`src/rtl/worker_pkg.sv`:
```
// worker_pkg: shared definitions for the graph-partition worker sequencer.
// Holds the datapath geometry, the derived counter widths, the sequencer
// state encoding and the dist SRAM address builder.
package worker_pkg;

  localparam int Q               = 16;  // vertex IDs per vid word
  localparam int NUM_SUB         = 16;  // sub-batches per vertex
  localparam int VID_BW          = 16;  // bits per vertex ID
  localparam int VID_ADDR_SPACE  = 4;
  localparam int DIST_ADDR_SPACE = 16;
  localparam int LOC_ADDR_SPACE  = 4;
  localparam int NEXT_ADDR_SPACE = 4;
  localparam int PIPE_LAT        = 2;   // acc_last to argmax valid

  localparam int Q_W         = $clog2(Q);
  localparam int S_W         = $clog2(NUM_SUB);
  // Low vertex-ID bits that fit in the dist address above the s field.
  localparam int VID_FIELD_W = DIST_ADDR_SPACE - S_W;
  localparam int DRAIN_W     = (PIPE_LAT > 1) ? $clog2(PIPE_LAT) : 1;

  typedef enum logic [2:0] {
    IDLE,
    VID_RD,
    VID_WAIT,
    VID_CAP,
    FETCH,
    DRAIN,
    WB,
    DONE
  } worker_state_e;

  // dist address = {truncated vertex ID, sub-batch index}.
  function automatic logic [DIST_ADDR_SPACE-1:0] dist_addr(
    input logic [VID_BW-1:0] vid,
    input logic [S_W-1:0]    s
  );
    return {vid[VID_FIELD_W-1:0], s};
  endfunction

endpackage

```
`src/rtl/worker_fetch_cnt.sv`:
```
// worker_fetch_cnt: nested vertex-slot (q, outer) / sub-batch (s, inner)
// counter for the FETCH phase, plus the strobe pipeline that turns the
// issued (q, s) into accumulate strobes one cycle after the address.
//
// Ports:
//   clk, rst_n          clock, synchronous active-low reset
//   clr                 hold q/s at zero (outside FETCH)
//   step                advance q/s by one; one address is issued this cycle
//   q, s                current counter values (address being formed)
//   last                q and s both at their final value
//   acc_en/first/last   delayed issue valid, s==0, s==NUM_SUB-1
//   acc_slot            delayed q for the data currently returning
module worker_fetch_cnt
  import worker_pkg::*;
(
  input  logic           clk,
  input  logic           rst_n,
  input  logic           clr,
  input  logic           step,
  output logic [Q_W-1:0] q,
  output logic [S_W-1:0] s,
  output logic           last,
  output logic           acc_en,
  output logic           acc_first,
  output logic           acc_last,
  output logic [Q_W-1:0] acc_slot
);

  logic           s_wrap;
  // Issue stage: aligned with the registered dist/loc address in the top.
  logic           iss_valid;
  logic [Q_W-1:0] iss_q;
  logic [S_W-1:0] iss_s;

  assign s_wrap = (s == S_W'(NUM_SUB - 1));
  assign last   = s_wrap && (q == Q_W'(Q - 1));

  always_ff @(posedge clk) begin
    if (!rst_n || clr) begin
      q <= '0;
      s <= '0;
    end else if (step) begin
      if (s_wrap) begin
        s <= '0;
        q <= q + Q_W'(1);
      end else begin
        s <= s + S_W'(1);
      end
    end
  end

  // Not cleared by clr: the tail of the pipeline drains after FETCH ends.
  always_ff @(posedge clk) begin
    if (!rst_n) begin
      iss_valid <= 1'b0;
      iss_q     <= '0;
      iss_s     <= '0;
      acc_en    <= 1'b0;
      acc_first <= 1'b0;
      acc_last  <= 1'b0;
      acc_slot  <= '0;
    end else begin
      iss_valid <= step;
      if (step) begin
        iss_q <= q;
        iss_s <= s;
      end
      acc_en    <= iss_valid;
      acc_first <= iss_valid && (iss_s == '0);
      acc_last  <= iss_valid && (iss_s == S_W'(NUM_SUB - 1));
      if (iss_valid) acc_slot <= iss_q;
    end
  end

endmodule

```
`src/rtl/worker_ctrl.sv`:
```
// worker_ctrl: per-batch sequencer for the graph-partition worker.
// For each batch: read the vid word, latch Q vertex IDs, stream Q*NUM_SUB
// dist/loc reads with accumulate strobes, wait PIPE_LAT for the argmax,
// then write the next-partition word at the batch index.
//
// Handshake: start is a one-cycle pulse honoured only in IDLE (num_batch is
// captured with it); busy is high from the cycle after start until done;
// done is a one-cycle pulse that coincides with busy falling.
//
// Ports:
//   clk, rst_n                 clock, synchronous active-low reset
//   start, num_batch           run request and batch count (0..16)
//   vid_rdata / vid_raddr      vid SRAM (slot 0 in the MSBs)
//   dist_raddr, loc_raddr      adjacency / partition-location SRAM addresses
//   acc_en/first/last/slot     datapath accumulate strobes
//   next_wen, next_waddr       next-partition SRAM write
//   busy, done                 run status
//   dbg_state                  current sequencer state
// All outputs are registered; SRAM read latency is one cycle.
module worker_ctrl
  import worker_pkg::*;
(
  input  logic                       clk,
  input  logic                       rst_n,
  input  logic                       start,
  input  logic [VID_ADDR_SPACE:0]    num_batch,
  input  logic [Q*VID_BW-1:0]        vid_rdata,
  output logic [VID_ADDR_SPACE-1:0]  vid_raddr,
  output logic [DIST_ADDR_SPACE-1:0] dist_raddr,
  output logic [LOC_ADDR_SPACE-1:0]  loc_raddr,
  output logic                       acc_en,
  output logic                       acc_first,
  output logic                       acc_last,
  output logic [Q_W-1:0]             acc_slot,
  output logic                       next_wen,
  output logic [NEXT_ADDR_SPACE-1:0] next_waddr,
  output logic                       busy,
  output logic                       done,
  output worker_state_e              dbg_state
);

  worker_state_e             state, next_state;
  logic [VID_ADDR_SPACE:0]   nb_q;
  logic [VID_ADDR_SPACE-1:0] b;
  logic [VID_BW-1:0]         vid_q [Q];
  logic [DRAIN_W-1:0]        drain_cnt;
  // An empty run spends one extra cycle in DONE so done lands two cycles
  // after start.
  logic                      zero_wait;
  logic                      last_batch;

  logic [Q_W-1:0]            q;
  logic [S_W-1:0]            s;
  logic                      fetch_last;
  logic                      fetch_step;

  assign dbg_state  = state;
  assign fetch_step = (state == FETCH);
  assign last_batch = ({1'b0, b} == (nb_q - 1'b1));

  worker_fetch_cnt u_fetch_cnt (
    .clk       (clk),
    .rst_n     (rst_n),
    .clr       (!fetch_step),
    .step      (fetch_step),
    .q         (q),
    .s         (s),
    .last      (fetch_last),
    .acc_en    (acc_en),
    .acc_first (acc_first),
    .acc_last  (acc_last),
    .acc_slot  (acc_slot)
  );

  always_ff @(posedge clk) begin
    if (!rst_n) state <= IDLE;
    else        state <= next_state;
  end

  always_comb begin
    next_state = state;
    case (state)
      IDLE:     if (start) next_state = (num_batch == '0) ? DONE : VID_RD;
      VID_RD:   next_state = VID_WAIT;
      VID_WAIT: next_state = VID_CAP;
      VID_CAP:  next_state = FETCH;
      FETCH:    if (fetch_last) next_state = DRAIN;
      DRAIN:    if (drain_cnt == DRAIN_W'(PIPE_LAT - 1)) next_state = WB;
      WB:       next_state = last_batch ? DONE : VID_RD;
      DONE:     if (!zero_wait) next_state = IDLE;
      default:  next_state = IDLE;
    endcase
  end

  always_ff @(posedge clk) begin
    if (!rst_n) begin
      nb_q       <= '0;
      b          <= '0;
      drain_cnt  <= '0;
      zero_wait  <= 1'b0;
      vid_raddr  <= '0;
      dist_raddr <= '0;
      loc_raddr  <= '0;
      next_wen   <= 1'b0;
      next_waddr <= '0;
      busy       <= 1'b0;
      done       <= 1'b0;
      for (int i = 0; i < Q; i++) vid_q[i] <= '0;
    end else begin
      next_wen <= 1'b0;
      done     <= 1'b0;
      case (state)
        IDLE: begin
          if (start) begin
            nb_q      <= num_batch;
            b         <= '0;
            busy      <= 1'b1;
            zero_wait <= (num_batch == '0);
          end
        end
        VID_RD: vid_raddr <= b;
        VID_CAP: begin
          for (int i = 0; i < Q; i++)
            vid_q[i] <= vid_rdata[(Q-1-i)*VID_BW +: VID_BW];
        end
        FETCH: begin
          dist_raddr <= dist_addr(vid_q[q], s);
          loc_raddr  <= LOC_ADDR_SPACE'(s);
        end
        DRAIN: drain_cnt <= drain_cnt + DRAIN_W'(1);
        WB: begin
          next_wen   <= 1'b1;
          next_waddr <= NEXT_ADDR_SPACE'(b);
          drain_cnt  <= '0;
          if (!last_batch) b <= b + VID_ADDR_SPACE'(1);
        end
        DONE: begin
          if (zero_wait) begin
            zero_wait <= 1'b0;
          end else begin
            done <= 1'b1;
            busy <= 1'b0;
          end
        end
        default: ;
      endcase
    end
  end

endmodule

```
`config.mk`:
```
export PLATFORM = sky130hd
export DESIGN_NAME = worker_ctrl
export DESIGN_NICKNAME = d
export VERILOG_FILES = /design/src/rtl/worker_pkg.sv /design/src/rtl/worker_fetch_cnt.sv /design/src/rtl/worker_ctrl.sv
export SDC_FILE = /design/constraint.sdc
export NUM_CORES = 1
export LEC_CHECK = 0
export ABC_AREA = 1
export CAP_MARGIN = 0
export CORE_MARGIN = 3
export CORE_UTILIZATION = 40
export DETAILED_ROUTE_END_ITERATION = 6
export GPL_ROUTABILITY_DRIVEN = 1
export GPL_TIMING_DRIVEN = 0
export PLACE_DENSITY = 0.67
export SYNTH_ARGS = -nofsm -noshare
export SYNTH_HDL_FRONTEND = slang
export SYNTH_HIERARCHICAL = 1
export SYNTH_SLANG_ARGS = --single-unit
export TNS_END_PERCENT = 5
```
`constraint.sdc`:
```
create_clock -name clk -period 30.2 [get_ports clk]
set_input_delay 9.06 -clock clk [delete_from_list [all_inputs] [get_ports clk]]
set_output_delay 9.06 -clock clk [all_outputs]
set_load 0.01 [all_outputs]
```
==> impl_metrics.csv <==
group,metric,value,unit
clock_network,cts.htree.levels,1,
critical_path,cp-start-kind,"input port",
critical_path,endpoint_kind,"flop",
placement,hpwl,27.2,mm
drt,avgRoutedWirePerCell,17.3,um
clock_network,cts_setup_buffers,0,
synth,yosysWarningCount,18,
pwr,power.internal,0.000707,W
sta,rsz0062_at_grt,"false",
placement,place_congestion,0.932,
critical_path,r2r_start,"dbg_state[0]",
clock_network,cts.sinks,257,
sta,slew_violations,0,
synth,synth-edff-count,192,
critical_path,crit_fanout,27,
drt,avgViaCountPerCell,4.89,
drt,vias,10100,
pwr,irDropWorstVdd,38.9,uV
grt,grtUsageTotal,0.217,
synth,synth_xor_area_frac,0.00219,
clock_network,clkTransAtPathRegs,0.06,ns
floorplanning,die_x,179,um
cells_and_area,fill_cells,2640,
synth,syn_nets,1655,
drt,drtIter0Drc,1155,
critical_path,cp-startpoint,"rst_n",
sta,finalHoldViolations,0,
worst_hold_path,hold_path.class,"reg -> reg",
floorplanning,dieArea,0.0321,sq mm
sta,fin_crit,11.64,ns
sta,finClkSkew,0.0248,ns
placement,port_buffers,240,
drt,ant_nets,0,
pwr,power_density,61.3,mW/mm^2
floorplanning,coreArea,0.0292,sq mm
synth,synth_top_family_by_area,"simple AND/OR/NAND/NOR gates",
pwr,p_switching,0.000268,W
grt,grt_max_degree,32,
pwr,sequentialPowerShare,0.468,
synth,yosys.area_share.simple,0.173,
synth,synth_seq_cells,257,
critical_path,crit_arrival,11.95,ns
run,max-cap-violations,0,
cells_and_area,area_growth,32.6,%
sta,fin_setup_tns,0,ns
pwr,p_sw_frac,0.275,
drt,drc,0,
synth,synth_compound_area_frac,0.0965,
status,status,"finished, final reports clean",
pwr,combPwrFrac,0.202,
drt,drtPass1Iterations,6,
synth,synth.distinct_cells,28,
sta,relSlewSlack,0.504,
synth,syn_area,0.0120,sq mm
cells_and_area,drive_above_1_share,0.0552,
drt,totalWireLength,35.9,mm
floorplanning,boundaryPins,305,
clock_network,clk_latency,0.56,ns
clock_network,cts_tree,"built",
critical_path,critPathKind,"in -> reg",
grt,grt_pass1_vias,9818,
synth,ys_seq_area_frac,0.589,
grt,grt_overflow,0,
sta,finalSetupViolations,0,
sta,worstMarginPinSlew,0.741,ns
synth,avgSynthCellArea,8.65,sq um
grt,grt_pass1_wl,53.0,mm
critical_path,rrSetupSlack,27.70,ns
pwr,leakage,7.08,nW
synth,ys_async_sr_fraction,0,
floorplanning,start_util,0.411,
worst_hold_path,min_from,"u_fetch_cnt/iss_s[1]",
clock_network,cts_made_buffers,29,
clock_network,cts-root-buf,"clkbuf_16",
cells_and_area,final_net_count,1933,
synth,synth_top_area_share,0.481,
synth,synth-adder-area-share,0.00417,
synth,syn_inst,1387,
sta,post-route-period-util,0.385,
clock_network,post_cts_resized,0,
synth,synthMuxAreaShare,0,
critical_path,cp.required,30.51,ns
synth,synth_top_cell_by_area,"edfxtp_1",
cells_and_area,fin_util,0.545,
clock_network,cts.path.max_buffers,3,
grt,antenna_found_initial,4,
sta,fmax,0.0859,GHz
clock_network,cts_hold_buf,0,
synth,synth_area_leaders,"edfxtp_1, dfxtp_1, inv_1",
pwr,clkPwrFrac,0.330,
sta,timing.hold.ws,0.447,ns
floorplanning,die_h,179,um
synth,ys.flop_type,"edfxtp_1",
floorplanning,num_rows,62,
[layer usage]
metal | vias to the layer above | GRT usage | share of wire
met4 | 4 | 0.0786 | 0.032
met3 | 74 | 0.0561 | 0.11
met1 | 4653 | 0.287 | 0.40
met5 | - | 0 | 0.00072
li1 | 4930 | - | -
met2 | 475 | 0.347 | 0.46
[state kept, by name, indices dropped and copies added (netlist names)]
signal,flops
dist_raddr,16
dbg_state,3
u_fetch_cnt/q,4
done,1
u_fetch_cnt/s,4
zero_wait,1
u_fetch_cnt/iss_q,4
drain_cnt,1
u_fetch_cnt/iss_valid,1
u_fetch_cnt/acc_slot,4
u_fetch_cnt/acc_en,1
u_fetch_cnt/iss_s,4
b,4
next_wen,1
u_fetch_cnt/acc_last,1
vid_raddr,4
busy,1
next_waddr,4
vid_q,192
u_fetch_cnt/acc_first,1
nb_q,5
[logic make-up after synthesis]
kind of cell / after synthesis
AO/OA/AOI/OAI: 205
XOR/XNOR: 3
buffers and inverters: 412
adder cells (fa/ha/maj): 4
flip-flops: 257
AND/OR/NAND/NOR: 506
[Yosys cell counts (4+ instances only)]
library cell,instances
buf_1,7
nand3_1,99
o211ai_1,49
edfxtp_1,192
nor2_1,196
buf_2,32
a21oi_1,76
nor3_1,8
dfxtp_1,65
buf_4,9
clkbuf_1,27
ha_1,4
o21ai_0,77
nand2_1,192
inv_1,334
[per-stage QoR]
step           area [sq um]  total power [W]  instances  setup WS (ns)
3_5_place_dp          15000         0.000659       2018          17.95
2_1_floorplan         12000         0.000576       1387          12.30
3_3_place_gp          14900         0.000672       2011           7.69
5_1_grt               15900          0.00102       2072          18.38
4_1_cts               15900         0.000978       2070          18.53
6_report              15900         0.000975       2073          18.56
[cell type report]
cell class / instances / area (sq um) / share of cell area
Antenna cell: 3 / 7.51 / 0.000472
Buffer: 76 / 367 / 0.0230
Clock buffer: 38 / 759 / 0.0477
Clock inverter: 14 / 91.3 / 0.00574
Inverter: 336 / 1260 / 0.0793
Multi-Input combinational cell: 718 / 3320 / 0.208
Sequential cell: 257 / 7070 / 0.444
Tap cell: 384 / 480 / 0.0302
Timing Repair Buffer: 247 / 2560 / 0.161
[worst max-delay path, cell delays in order]
cell	delay [ns]
clkdlybuf4s50_1	0.62
clkbuf_1	0.49
clkbuf_1	0.55
o21ai_4	0.37
buf_12	0.28
buf_12	0.18
buf_12	0.18
buf_16	0.18
[cells in the final DEF (no fill, tap or decap), types with 2 or more instances in the layout]
master             n
inv_1            334
clkdlybuf4s50_1  240
nor2_1           196
nand2_1          192
edfxtp_1         192
nand3_1           99
o21ai_0           76
a21oi_1           76
dfxtp_1           65
o211ai_1          49
clkbuf_1          36
buf_2             32
clkbuf_16         29
buf_4              9
clkinv_1           9
nor3_1             8
buf_1              7
buf_12             5
ha_1               4
diode_2            3
nand4_1            3
nor2_2             3
inv_2              2
xor2_1             2
a211oi_1           2
clkinv_2           2
buf_16             2
[final timing paths]
| check | endpoint | cells past startpoint |
|---|---|---|
| min reg2reg | u_fetch_cnt/acc_first | 1 |
| max reg2reg | vid_q[5][4] | 6 |
| min | u_fetch_cnt/acc_first | 1 |
| max | vid_q[5][4] | 8 |
[power groups by stage]
stage / clock [W] / combinational (W) / sequential (W)
floorplan: 0 / 0.0000953 / 0.000480
global placement: 0 / 0.000185 / 0.000487
finish: 0.000322 / 0.000197 / 0.000456
detailed placement: 0 / 0.000196 / 0.000463
global route: 0.000341 / 0.000219 / 0.000461
CTS: 0.000325 / 0.000197 / 0.000456
Power figures use the tool's default switching activity.
